`config.mk`:
```
export PLATFORM = sky130hd
export DESIGN_NAME = sdspi_ctrl_wb
export DESIGN_NICKNAME = d
export VERILOG_FILES = /design/src/rtl/sdspi_ctrl_wb_pkg.sv /design/src/rtl/sdspi_ctrl_wb_spi_byte_engine.sv /design/src/rtl/sdspi_ctrl_wb.sv
export SDC_FILE = /design/constraint.sdc
export NUM_CORES = 1
export LEC_CHECK = 0
export BUFFER_PORTS_ARGS = -buffer_cell sky130_fd_sc_hd__buf_2
export CAP_MARGIN = 20
export CELL_PAD_IN_SITES_DETAIL_PLACEMENT = 0
export CELL_PAD_IN_SITES_GLOBAL_PLACEMENT = 1
export CORE_MARGIN = 1
export CORE_UTILIZATION = 30
export DETAILED_ROUTE_END_ITERATION = 8
export GPL_ROUTABILITY_DRIVEN = 0
export PLACE_DENSITY_LB_ADDON = 0.1
export SETUP_SLACK_MARGIN = 0.4
export SYNTH_ARGS = -nofsm -noshare
export SYNTH_HDL_FRONTEND = slang
export SYNTH_SLANG_ARGS = --single-unit
```
`constraint.sdc`:
```
create_clock -name wb_clk_i -period 2 [get_ports wb_clk_i]
set_input_delay 0.2 -clock wb_clk_i [delete_from_list [all_inputs] [get_ports wb_clk_i]]
set_output_delay 0.2 -clock wb_clk_i [all_outputs]
set_load 0.005 [all_outputs]
```
`src/rtl/sdspi_ctrl_wb_pkg.sv`:
```
// Shared definitions for the SD-card SPI controller: register offsets,
// CTRL/STATUS bit positions and the byte-engine state encoding.
package sdspi_ctrl_wb_pkg;

  // Register word offsets, decoded on wb_adr_i[3:2]
  localparam logic [1:0] REG_CTRL   = 2'd0;
  localparam logic [1:0] REG_DATA   = 2'd1;
  localparam logic [1:0] REG_STATUS = 2'd2;
  localparam logic [1:0] REG_RSVD   = 2'd3;

  // CTRL bit positions
  localparam int CTRL_SS      = 0;
  localparam int CTRL_IE      = 1;
  localparam int CTRL_DIV_LSB = 8;
  localparam int CTRL_DIV_MSB = 15;

  // STATUS bit positions
  localparam int ST_BUSY = 0;
  localparam int ST_DONE = 1;
  localparam int ST_OVR  = 2;

  // Byte engine states
  typedef enum logic [1:0] {
    S_IDLE = 2'd0,
    S_LOW  = 2'd1,
    S_HIGH = 2'd2,
    S_FIN  = 2'd3
  } spi_state_e;

  // Assemble the CTRL readback word from its fields
  function automatic logic [31:0] ctrl_word(input logic ss, input logic ie,
                                            input logic [7:0] div);
    return {16'b0, div, 6'b0, ie, ss};
  endfunction

endpackage

```
`src/rtl/sdspi_ctrl_wb_spi_byte_engine.sv`:
```
// SPI mode-0 byte shifter: half-period divider, bit counter and the
// IDLE/LOW/HIGH/FIN sequencer. MSB first, MISO sampled on SCK rise.
module spi_byte_engine
  import sdspi_ctrl_wb_pkg::*;
(
  input  logic       i_clk,
  input  logic       i_rst_n,
  input  logic       i_start,
  input  logic [7:0] i_tx,
  input  logic [7:0] i_div,
  input  logic       i_miso,
  output logic       o_sck,
  output logic       o_mosi,
  output logic       o_fin,
  output logic [7:0] o_rx
);

  spi_state_e r_state;
  spi_state_e w_next;
  logic [7:0] r_shift;
  logic [7:0] r_cnt;
  logic [2:0] r_bit;
  logic       r_sample;
  logic       r_mosi;
  logic [7:0] r_rx;
  logic       w_tick;

  // Half-period expires when the divider count reaches zero
  assign w_tick = (r_cnt == 8'd0);

  // State register
  always_ff @(posedge i_clk or negedge i_rst_n) begin
    if (!i_rst_n) r_state <= S_IDLE;
    else          r_state <= w_next;
  end

  // Next-state decode
  always_comb begin
    w_next = r_state;
    case (r_state)
      S_IDLE: if (i_start) w_next = S_LOW;
      S_LOW:  if (w_tick)  w_next = S_HIGH;
      S_HIGH: if (w_tick)  w_next = (r_bit == 3'd0) ? S_FIN : S_LOW;
      S_FIN:               w_next = S_IDLE;
      default:             w_next = S_IDLE;
    endcase
  end

  // Shift register, divider, bit counter and MOSI/RX datapath
  always_ff @(posedge i_clk or negedge i_rst_n) begin
    if (!i_rst_n) begin
      r_shift  <= 8'd0;
      r_cnt    <= 8'd0;
      r_bit    <= 3'd0;
      r_sample <= 1'b0;
      r_mosi   <= 1'b1;
      r_rx     <= 8'd0;
    end else begin
      case (r_state)
        S_IDLE: begin
          if (i_start) begin
            r_shift <= i_tx;
            r_mosi  <= i_tx[7];
            r_bit   <= 3'd7;
            r_cnt   <= i_div;
          end
        end
        S_LOW: begin
          if (w_tick) begin
            r_sample <= i_miso;
            r_cnt    <= i_div;
          end else begin
            r_cnt <= r_cnt - 8'd1;
          end
        end
        S_HIGH: begin
          if (w_tick) begin
            r_shift <= {r_shift[6:0], r_sample};
            r_mosi  <= r_shift[6];
            r_cnt   <= i_div;
            if (r_bit != 3'd0) r_bit <= r_bit - 3'd1;
          end else begin
            r_cnt <= r_cnt - 8'd1;
          end
        end
        S_FIN: begin
          r_rx <= r_shift;
        end
        default: ;
      endcase
    end
  end

  assign o_sck  = (r_state == S_HIGH);
  assign o_mosi = r_mosi;
  assign o_fin  = (r_state == S_FIN);
  assign o_rx   = r_rx;

endmodule

```
`src/rtl/sdspi_ctrl_wb.sv`:
```
// Wishbone classic register file wrapping the SPI byte engine for an
// SD card: CTRL (SS/IE/DIV), DATA (tx/rx byte) and STATUS (BUSY/DONE/OVR).
module sdspi_ctrl_wb
  import sdspi_ctrl_wb_pkg::*;
#(
  parameter logic [7:0] DIV_RST = 8'd3
) (
  input  logic        wb_clk_i,
  input  logic        wb_rst_ni,
  input  logic [31:0] wb_adr_i,
  input  logic [31:0] wb_dat_i,
  output logic [31:0] wb_dat_o,
  input  logic        wb_we_i,
  input  logic [3:0]  wb_sel_i,
  input  logic        wb_stb_i,
  input  logic        wb_cyc_i,
  output logic        wb_ack_o,
  output logic        sd_ss,
  output logic        sd_sck,
  output logic        sd_mosi,
  input  logic        sd_miso,
  output logic        irq
);

  logic [1:0]  r_rst_sync;
  logic        w_rst_n;
  logic        r_ack;
  logic [31:0] r_dat_o;
  logic        r_ss;
  logic        r_ie;
  logic [7:0]  r_div;
  logic        r_busy;
  logic        r_done;
  logic        r_ovr;
  logic        w_req;
  logic        w_acc;
  logic        w_wr;
  logic        w_rd;
  logic [1:0]  w_reg;
  logic        w_data_wr;
  logic        w_start;
  logic        w_ovr_set;
  logic        w_stat_wr;
  logic        w_fin;
  logic [7:0]  w_rx;
  logic [31:0] w_rdata;
  logic        w_unused;

  // Reset asserts at once, releases two clocks after wb_rst_ni rises
  always_ff @(posedge wb_clk_i or negedge wb_rst_ni) begin
    if (!wb_rst_ni) r_rst_sync <= 2'b00;
    else            r_rst_sync <= {r_rst_sync[0], 1'b1};
  end
  assign w_rst_n = r_rst_sync[1];

  // Bus decode: an access happens on the cycle the ack is raised
  assign w_req     = wb_cyc_i & wb_stb_i;
  assign w_acc     = w_req & ~r_ack;
  assign w_wr      = w_acc & wb_we_i;
  assign w_rd      = w_acc & ~wb_we_i;
  assign w_reg     = wb_adr_i[3:2];
  assign w_data_wr = w_wr && (w_reg == REG_DATA);
  assign w_stat_wr = w_wr && (w_reg == REG_STATUS);
  // BUSY stays set through FIN, so a DATA write on that cycle is an overrun
  assign w_start   = w_data_wr & ~r_busy;
  assign w_ovr_set = w_data_wr & r_busy;

  // Single-cycle ack; never acks two cycles in a row
  always_ff @(posedge wb_clk_i or negedge w_rst_n) begin
    if (!w_rst_n) r_ack <= 1'b0;
    else          r_ack <= w_acc;
  end

  // CTRL register
  always_ff @(posedge wb_clk_i or negedge w_rst_n) begin
    if (!w_rst_n) begin
      r_ss  <= 1'b1;
      r_ie  <= 1'b0;
      r_div <= DIV_RST;
    end else if (w_wr && (w_reg == REG_CTRL)) begin
      r_ss  <= wb_dat_i[CTRL_SS];
      r_ie  <= wb_dat_i[CTRL_IE];
      r_div <= wb_dat_i[CTRL_DIV_MSB:CTRL_DIV_LSB];
    end
  end

  // STATUS flags; a hardware set beats a software clear on the same cycle
  always_ff @(posedge wb_clk_i or negedge w_rst_n) begin
    if (!w_rst_n) begin
      r_busy <= 1'b0;
      r_done <= 1'b0;
      r_ovr  <= 1'b0;
    end else begin
      if (w_start)    r_busy <= 1'b1;
      else if (w_fin) r_busy <= 1'b0;

      if (w_fin)                              r_done <= 1'b1;
      else if (w_start)                       r_done <= 1'b0;
      else if (w_stat_wr && wb_dat_i[ST_DONE]) r_done <= 1'b0;

      if (w_ovr_set)                          r_ovr <= 1'b1;
      else if (w_stat_wr && wb_dat_i[ST_OVR]) r_ovr <= 1'b0;
    end
  end

  // Read mux
  always_comb begin
    w_rdata = 32'd0;
    case (w_reg)
      REG_CTRL:   w_rdata = ctrl_word(r_ss, r_ie, r_div);
      REG_DATA:   w_rdata = {24'd0, w_rx};
      REG_STATUS: w_rdata = {29'd0, r_ovr, r_done, r_busy};
      default:    w_rdata = 32'd0;
    endcase
  end

  // Registered read data, presented only in the ack cycle
  always_ff @(posedge wb_clk_i or negedge w_rst_n) begin
    if (!w_rst_n) r_dat_o <= 32'd0;
    else          r_dat_o <= w_rd ? w_rdata : 32'd0;
  end

  spi_byte_engine u_engine (
    .i_clk   (wb_clk_i),
    .i_rst_n (w_rst_n),
    .i_start (w_start),
    .i_tx    (wb_dat_i[7:0]),
    .i_div   (r_div),
    .i_miso  (sd_miso),
    .o_sck   (sd_sck),
    .o_mosi  (sd_mosi),
    .o_fin   (w_fin),
    .o_rx    (w_rx)
  );

  assign wb_ack_o = r_ack;
  assign wb_dat_o = r_dat_o;
  assign sd_ss    = r_ss;
  assign irq      = r_done & r_ie;

  // Address/select/data bits with no function in this register map
  assign w_unused = ^{wb_sel_i, wb_adr_i[31:4], wb_adr_i[1:0], wb_dat_i[31:16]};

endmodule

```
==> report_table.html <==
<table>
<tr><th>Metric</th><th>Value</th></tr>
<tr><th colspan="2">Timing</th></tr>
<tr><td>Max transition margin</td><td>0.617</td></tr>
<tr><td>Final setup violation count</td><td>0</td></tr>
<tr><td>Worst-margin pin slew</td><td>575 ps</td></tr>
<tr><td>Max Freq</td><td>around 540 MHz</td></tr>
<tr><td>Setup repair after global routing missed its margin</td><td>yes</td></tr>
<tr><td>Setup Skew</td><td>between 10 and 15 ps</td></tr>
<tr><td>Total negative slack</td><td>0 ps</td></tr>
<tr><td>Post-route clock period utilization</td><td>0.921</td></tr>
<tr><td>Final critical path time including I/O delays and setup</td><td>about 1800 ps</td></tr>
<tr><td>Slew Limit Fails</td><td>0</td></tr>
<tr><td>Hold Violations, Final</td><td>0</td></tr>
<tr><th colspan="2">Worst setup path</th></tr>
<tr><td>Delay of the slowest cell on the worst path</td><td>between 500 and 600 ps</td></tr>
<tr><td>Required time at the endpoint of the critical path</td><td>about 2200 ps</td></tr>
<tr><td>Crit end category</td><td>flip-flop</td></tr>
<tr><td>Highest-delay cell along the critical path</td><td>sky130_fd_sc_hd__or4b_4</td></tr>
<tr><td>Critical path data arrival time</td><td>~2100 ps</td></tr>
<tr><td>Length in cells of the worst reg-to-reg path</td><td>7</td></tr>
<tr><td>Category of the critical setup timing path</td><td>reg2reg</td></tr>
<tr><td>Largest fanout on the critical path</td><td>3</td></tr>
<tr><td>Critical path launch point type</td><td>flip-flop</td></tr>
<tr><td>List of cells traversed by the critical path</td><td>inv_2, ha_4, or4b_4, buf_6, nor2_4, nand2_2, mux2_4</td></tr>
<tr><th colspan="2">Global routing</th></tr>
<tr><td>Met3 track demand over resource in global routing</td><td>0.0390</td></tr>
<tr><td>Met2 usage</td><td>0.224</td></tr>
<tr><td>Total Routing Usage GR</td><td>0.142</td></tr>
<tr><td>Busiest grt layer</td><td>met2</td></tr>
<tr><td>Remaining global-route overflow</td><td>0</td></tr>
<tr><td>Vias in the first global route</td><td>~2300</td></tr>
<tr><td>Met1 global-route usage</td><td>0.185</td></tr>
<tr><td>First-pass GRT wire length</td><td>~12000 um</td></tr>
<tr><td>Number of antenna violations at the first check in global routing</td><td>0</td></tr>
<tr><td>Largest net degree at the start of global routing</td><td>27</td></tr>
<tr><th colspan="2">Layout</th></tr>
<tr><td>Number of diodes added for antenna fixing</td><td>0</td></tr>
<tr><td>Non-filler cells in the finished layout</td><td>slightly below 500</td></tr>
<tr><td>Share of cells above drive strength 1</td><td>0.472</td></tr>
<tr><td>Post-synthesis to final-layout area growth</td><td>30.7%</td></tr>
<tr><td>Fill cell count</td><td>approximately 1000</td></tr>
<tr><td>Nets</td><td>about 440</td></tr>
<tr><th colspan="2">Drt</th></tr>
<tr><td>Count of nets left with antenna violations after detail routing</td><td>0</td></tr>
<tr><td>Routed len/inst</td><td>14.3 um</td></tr>
<tr><td>Via-to-Cell Ratio</td><td>roughly 4.5</td></tr>
<tr><td>Number of remaining DRC errors</td><td>0</td></tr>
<tr><td>Number of detailed-route iterations in the first pass</td><td>4</td></tr>
<tr><td>Initial DRC Count</td><td>52</td></tr>
<tr><td>Total vias in the final route</td><td>2216</td></tr>
<tr><td>Final routed wirelength across all metal layers</td><td>approximately 7000 um</td></tr>
<tr><th colspan="2">Synth</th></tr>
<tr><td>Warnings, synthesis</td><td>0</td></tr>
<tr><td>#FFs+latches synth</td><td>63</td></tr>
<tr><td>Number of synthesized flops with an enable pin</td><td>0</td></tr>
<tr><td>Cell accounting for the most synthesized area</td><td>sky130_fd_sc_hd__dfrtp_1</td></tr>
<tr><td>Top post-synthesis cells by area</td><td>sky130_fd_sc_hd__dfrtp_1 48%, sky130_fd_sc_hd__mux2_2 13%, sky130_fd_sc_hd__buf_4 3.9%</td></tr>
<tr><td>Fraction of synthesis flops using an asynchronous set or reset pin</td><td>1.00</td></tr>
<tr><td>Sequential cell area fraction in the yosys report</td><td>0.509</td></tr>
<tr><td>Top-area cell type share of the netlist area</td><td>0.476</td></tr>
<tr><td>Post-Syn Area per Cell</td><td>between 10 and 15 um^2</td></tr>
<tr><td>Mapped Area</td><td>a little over 3000 um^2</td></tr>
<tr><td>Distinct cell type count after synthesis</td><td>53</td></tr>
<tr><td>Top flip-flop cell by instance count after synthesis</td><td>sky130_fd_sc_hd__dfrtp_1</td></tr>
<tr><td>Post-synthesis instance total</td><td>~270</td></tr>
<tr><th colspan="2">Clock tree</th></tr>
<tr><td>Cts bufs inserted</td><td>9</td></tr>
<tr><td>Clock buffer depth</td><td>2</td></tr>
<tr><td>Clk Latency, worst-skew pair</td><td>between 300 and 400 ps</td></tr>
<tr><td>Clock sink count</td><td>63</td></tr>
<tr><td>CTS root buffer</td><td>sky130_fd_sc_hd__clkbuf_8</td></tr>
<tr><td>CTS tree</td><td>done</td></tr>
<tr><td>Clock-pin slew on the worst setup and hold paths</td><td>approximately 70 ps</td></tr>
<tr><td>Htree depth</td><td>3</td></tr>
<tr><th colspan="2">Placed design</th></tr>
<tr><td>HPWL reported at the end of detailed placement</td><td>approximately 5000 um</td></tr>
<tr><td>Placed cell count</td><td>between 400 and 500</td></tr>
<tr><td>Number of port buffers</td><td>44</td></tr>
<tr><th colspan="2">Hold path</th></tr>
<tr><td>Count of cells along the worst hold path</td><td>2</td></tr>
<tr><td>Min-delay worst type</td><td>in2reg</td></tr>
<tr><th colspan="2">Flow run</th></tr>
<tr><td># Max-Cap Violations</td><td>0</td></tr>
<tr><th colspan="2">Floorplan</th></tr>
<tr><td>Core region area</td><td>around 10000 um^2</td></tr>
<tr><td>Overall die area</td><td>between 10000 and 15000 um^2</td></tr>
<tr><td>Starting utilization of the core area</td><td>0.313</td></tr>
<tr><td>Total number of placement rows</td><td>36</td></tr>
<tr><td>Height of the die</td><td>approximately 100 um</td></tr>
<tr><td>Number of ports placed on the die boundary</td><td>111</td></tr>
<tr><td>Die width</td><td>a little over 100 um</td></tr>
<tr><th colspan="2">Outcome</th></tr>
<tr><td>Status</td><td>complete, no violations</td></tr>
<tr><th colspan="2">Power</th></tr>
<tr><td>Leakage</td><td>1.90 nW</td></tr>
<tr><td>PwrDens</td><td>about 1500 nW/um^2</td></tr>
<tr><td>Max rail drop VDD</td><td>0.661 mV</td></tr>
</table>
worst max-delay path, delay by kind of cell, from the launching register on:
family	cells	cell delay, ps
flops	1	400
buf+inv	2	240
fa+ha+maj	1	130
simple gates	3	670
mux	1	290
worst paths after layout:
path	slack (ps)	from	to
min in group asynchronous	150	wb_rst_ni	r_rst_sync[1]$_DFF_PN0_
max in group asynchronous	1110	r_rst_sync[1]$_DFF_PN0_	sd_ss$_DFFE_PN1P_
setup reg to reg	160	u_engine.r_cnt[0]$_DFFE_PN0P_	u_engine.r_sample$_DFFE_PN0P_
hold / removal	90	wb_dat_i[13]	r_div[5]$_DFFE_PN0P_
hold reg to reg	270	r_rst_sync[1]$_DFF_PN0_	u_engine.r_shift[7]$_DFFE_PN0P_
setup / recovery	160	u_engine.r_cnt[0]$_DFFE_PN0P_	u_engine.r_sample$_DFFE_PN0P_
synth_stat cells (2+ instances only):
master                     number
sky130_fd_sc_hd__nand3b_1       2
sky130_fd_sc_hd__conb_1         2
sky130_fd_sc_hd__o21ai_0        9
sky130_fd_sc_hd__or3_1          2
sky130_fd_sc_hd__buf_4         16
sky130_fd_sc_hd__nor2b_1        4
sky130_fd_sc_hd__dfrtp_1       59
sky130_fd_sc_hd__a21oi_1       10
sky130_fd_sc_hd__a32oi_1        2
sky130_fd_sc_hd__o21bai_1       2
sky130_fd_sc_hd__nand4_1        2
sky130_fd_sc_hd__nor2_1        14
sky130_fd_sc_hd__mux2i_1        4
sky130_fd_sc_hd__nor3_1         5
sky130_fd_sc_hd__clkbuf_1       5
sky130_fd_sc_hd__a21o_1         3
sky130_fd_sc_hd__o311a_1        2
sky130_fd_sc_hd__inv_1         14
sky130_fd_sc_hd__o22ai_1        2
sky130_fd_sc_hd__nor4_1         2
sky130_fd_sc_hd__nand2_1       15
sky130_fd_sc_hd__dfstp_2        4
sky130_fd_sc_hd__and2_1        13
sky130_fd_sc_hd__ha_1           9
sky130_fd_sc_hd__mux2_2        35
sky130_fd_sc_hd__buf_2          3
sky130_fd_sc_hd__a31oi_1        2
flip-flops by register name, summed over array words and instances (netlist names), 2 cells and up:
register	cells
wb_dat_o	16
r_div	8
u_engine.o_rx	8
u_engine.r_cnt	8
u_engine.r_shift	8
u_engine.r_bit	3
r_rst_sync	2
u_engine.r_state	2
final cells by class:
type	instances	area [um^2]	area share
inverters	14	52.6	0.0130
clock buffers	11	151	0.0373
clock inverters	5	32.5	0.00802
multi-input cells	181	1480	0.364
repair buffers	86	597	0.147
well taps	133	166	0.0410
flip-flops and latches	63	1580	0.390
power breakdown:
group	switching, mW	internal (mW)
logic	1.43	1.79
registers	0.304	1.68
clock network	0.522	0.513
total	2.25	3.99
layout by cell type, fill, tap and decap left out, types with 4 or more instances in the layout:
cell                       synthesis  final
sky130_fd_sc_hd__ha_1              9      5
sky130_fd_sc_hd__a21oi_1          10     10
sky130_fd_sc_hd__inv_2             0      4
sky130_fd_sc_hd__and2_1           13     13
sky130_fd_sc_hd__buf_2             3     45
sky130_fd_sc_hd__o21ai_0           9      5
sky130_fd_sc_hd__nor2_1           14     13
sky130_fd_sc_hd__mux2_2           35     34
sky130_fd_sc_hd__clkbuf_8          0     11
sky130_fd_sc_hd__conb_1            2     17
sky130_fd_sc_hd__dfrtp_1          59     58
sky130_fd_sc_hd__mux2i_1           4      4
sky130_fd_sc_hd__nor3_1            5      5
sky130_fd_sc_hd__buf_4            16     33
sky130_fd_sc_hd__inv_1            14     10
sky130_fd_sc_hd__buf_12            0      4
sky130_fd_sc_hd__nand2_1          15     12
sky130_fd_sc_hd__dfstp_2           4      4
per-layer routing:
| layer | routed length (um) | up-vias |
|---|---|---|
| li1 | - | 1086 |
| met3 | 293 | 9 |
| met5 | 0 | - |
| met4 | 111 | 0 |
| met1 | 3480 | 1070 |
| met2 | 3160 | 51 |
logic make-up after synthesis:
family | share of synthesized area
AOI/OAI and AO/OA | 0.114
adders and majority gates | 0.0363
buffers and inverters | 0.0677
DFF | 0.509
muxes | 0.143
other | 0.00242
and+or+nand+nor | 0.126
per-stage QoR:
stage	cell area, um^2	util	power (mW)	setup slack [ps]	hold slack, ps
after floorplan	3220	-	3.82	196	-95.6
after global placement	3640	0.368	4.62	116	-13.6
after detailed placement	3640	0.368	4.66	108	-12.3
after CTS	3980	0.401	6.12	151	69.4
after global routing	4060	0.409	6.71	89.1	71.3
final	4060	0.409	6.24	159	88.1
timing repair:
| item | CTS | global route |
|---|---|---|
| setup buffers | 11 | 5 |
| setup endpoints to repair | 33 | 32 |
| resized for setup | 14 | 11 |
| hold buffers | 1 | 0 |
| pin swaps | 10 | 3 |
| endpoints found under the hold margin | 2 | 0 |
(Power assumes the default switching activity.)
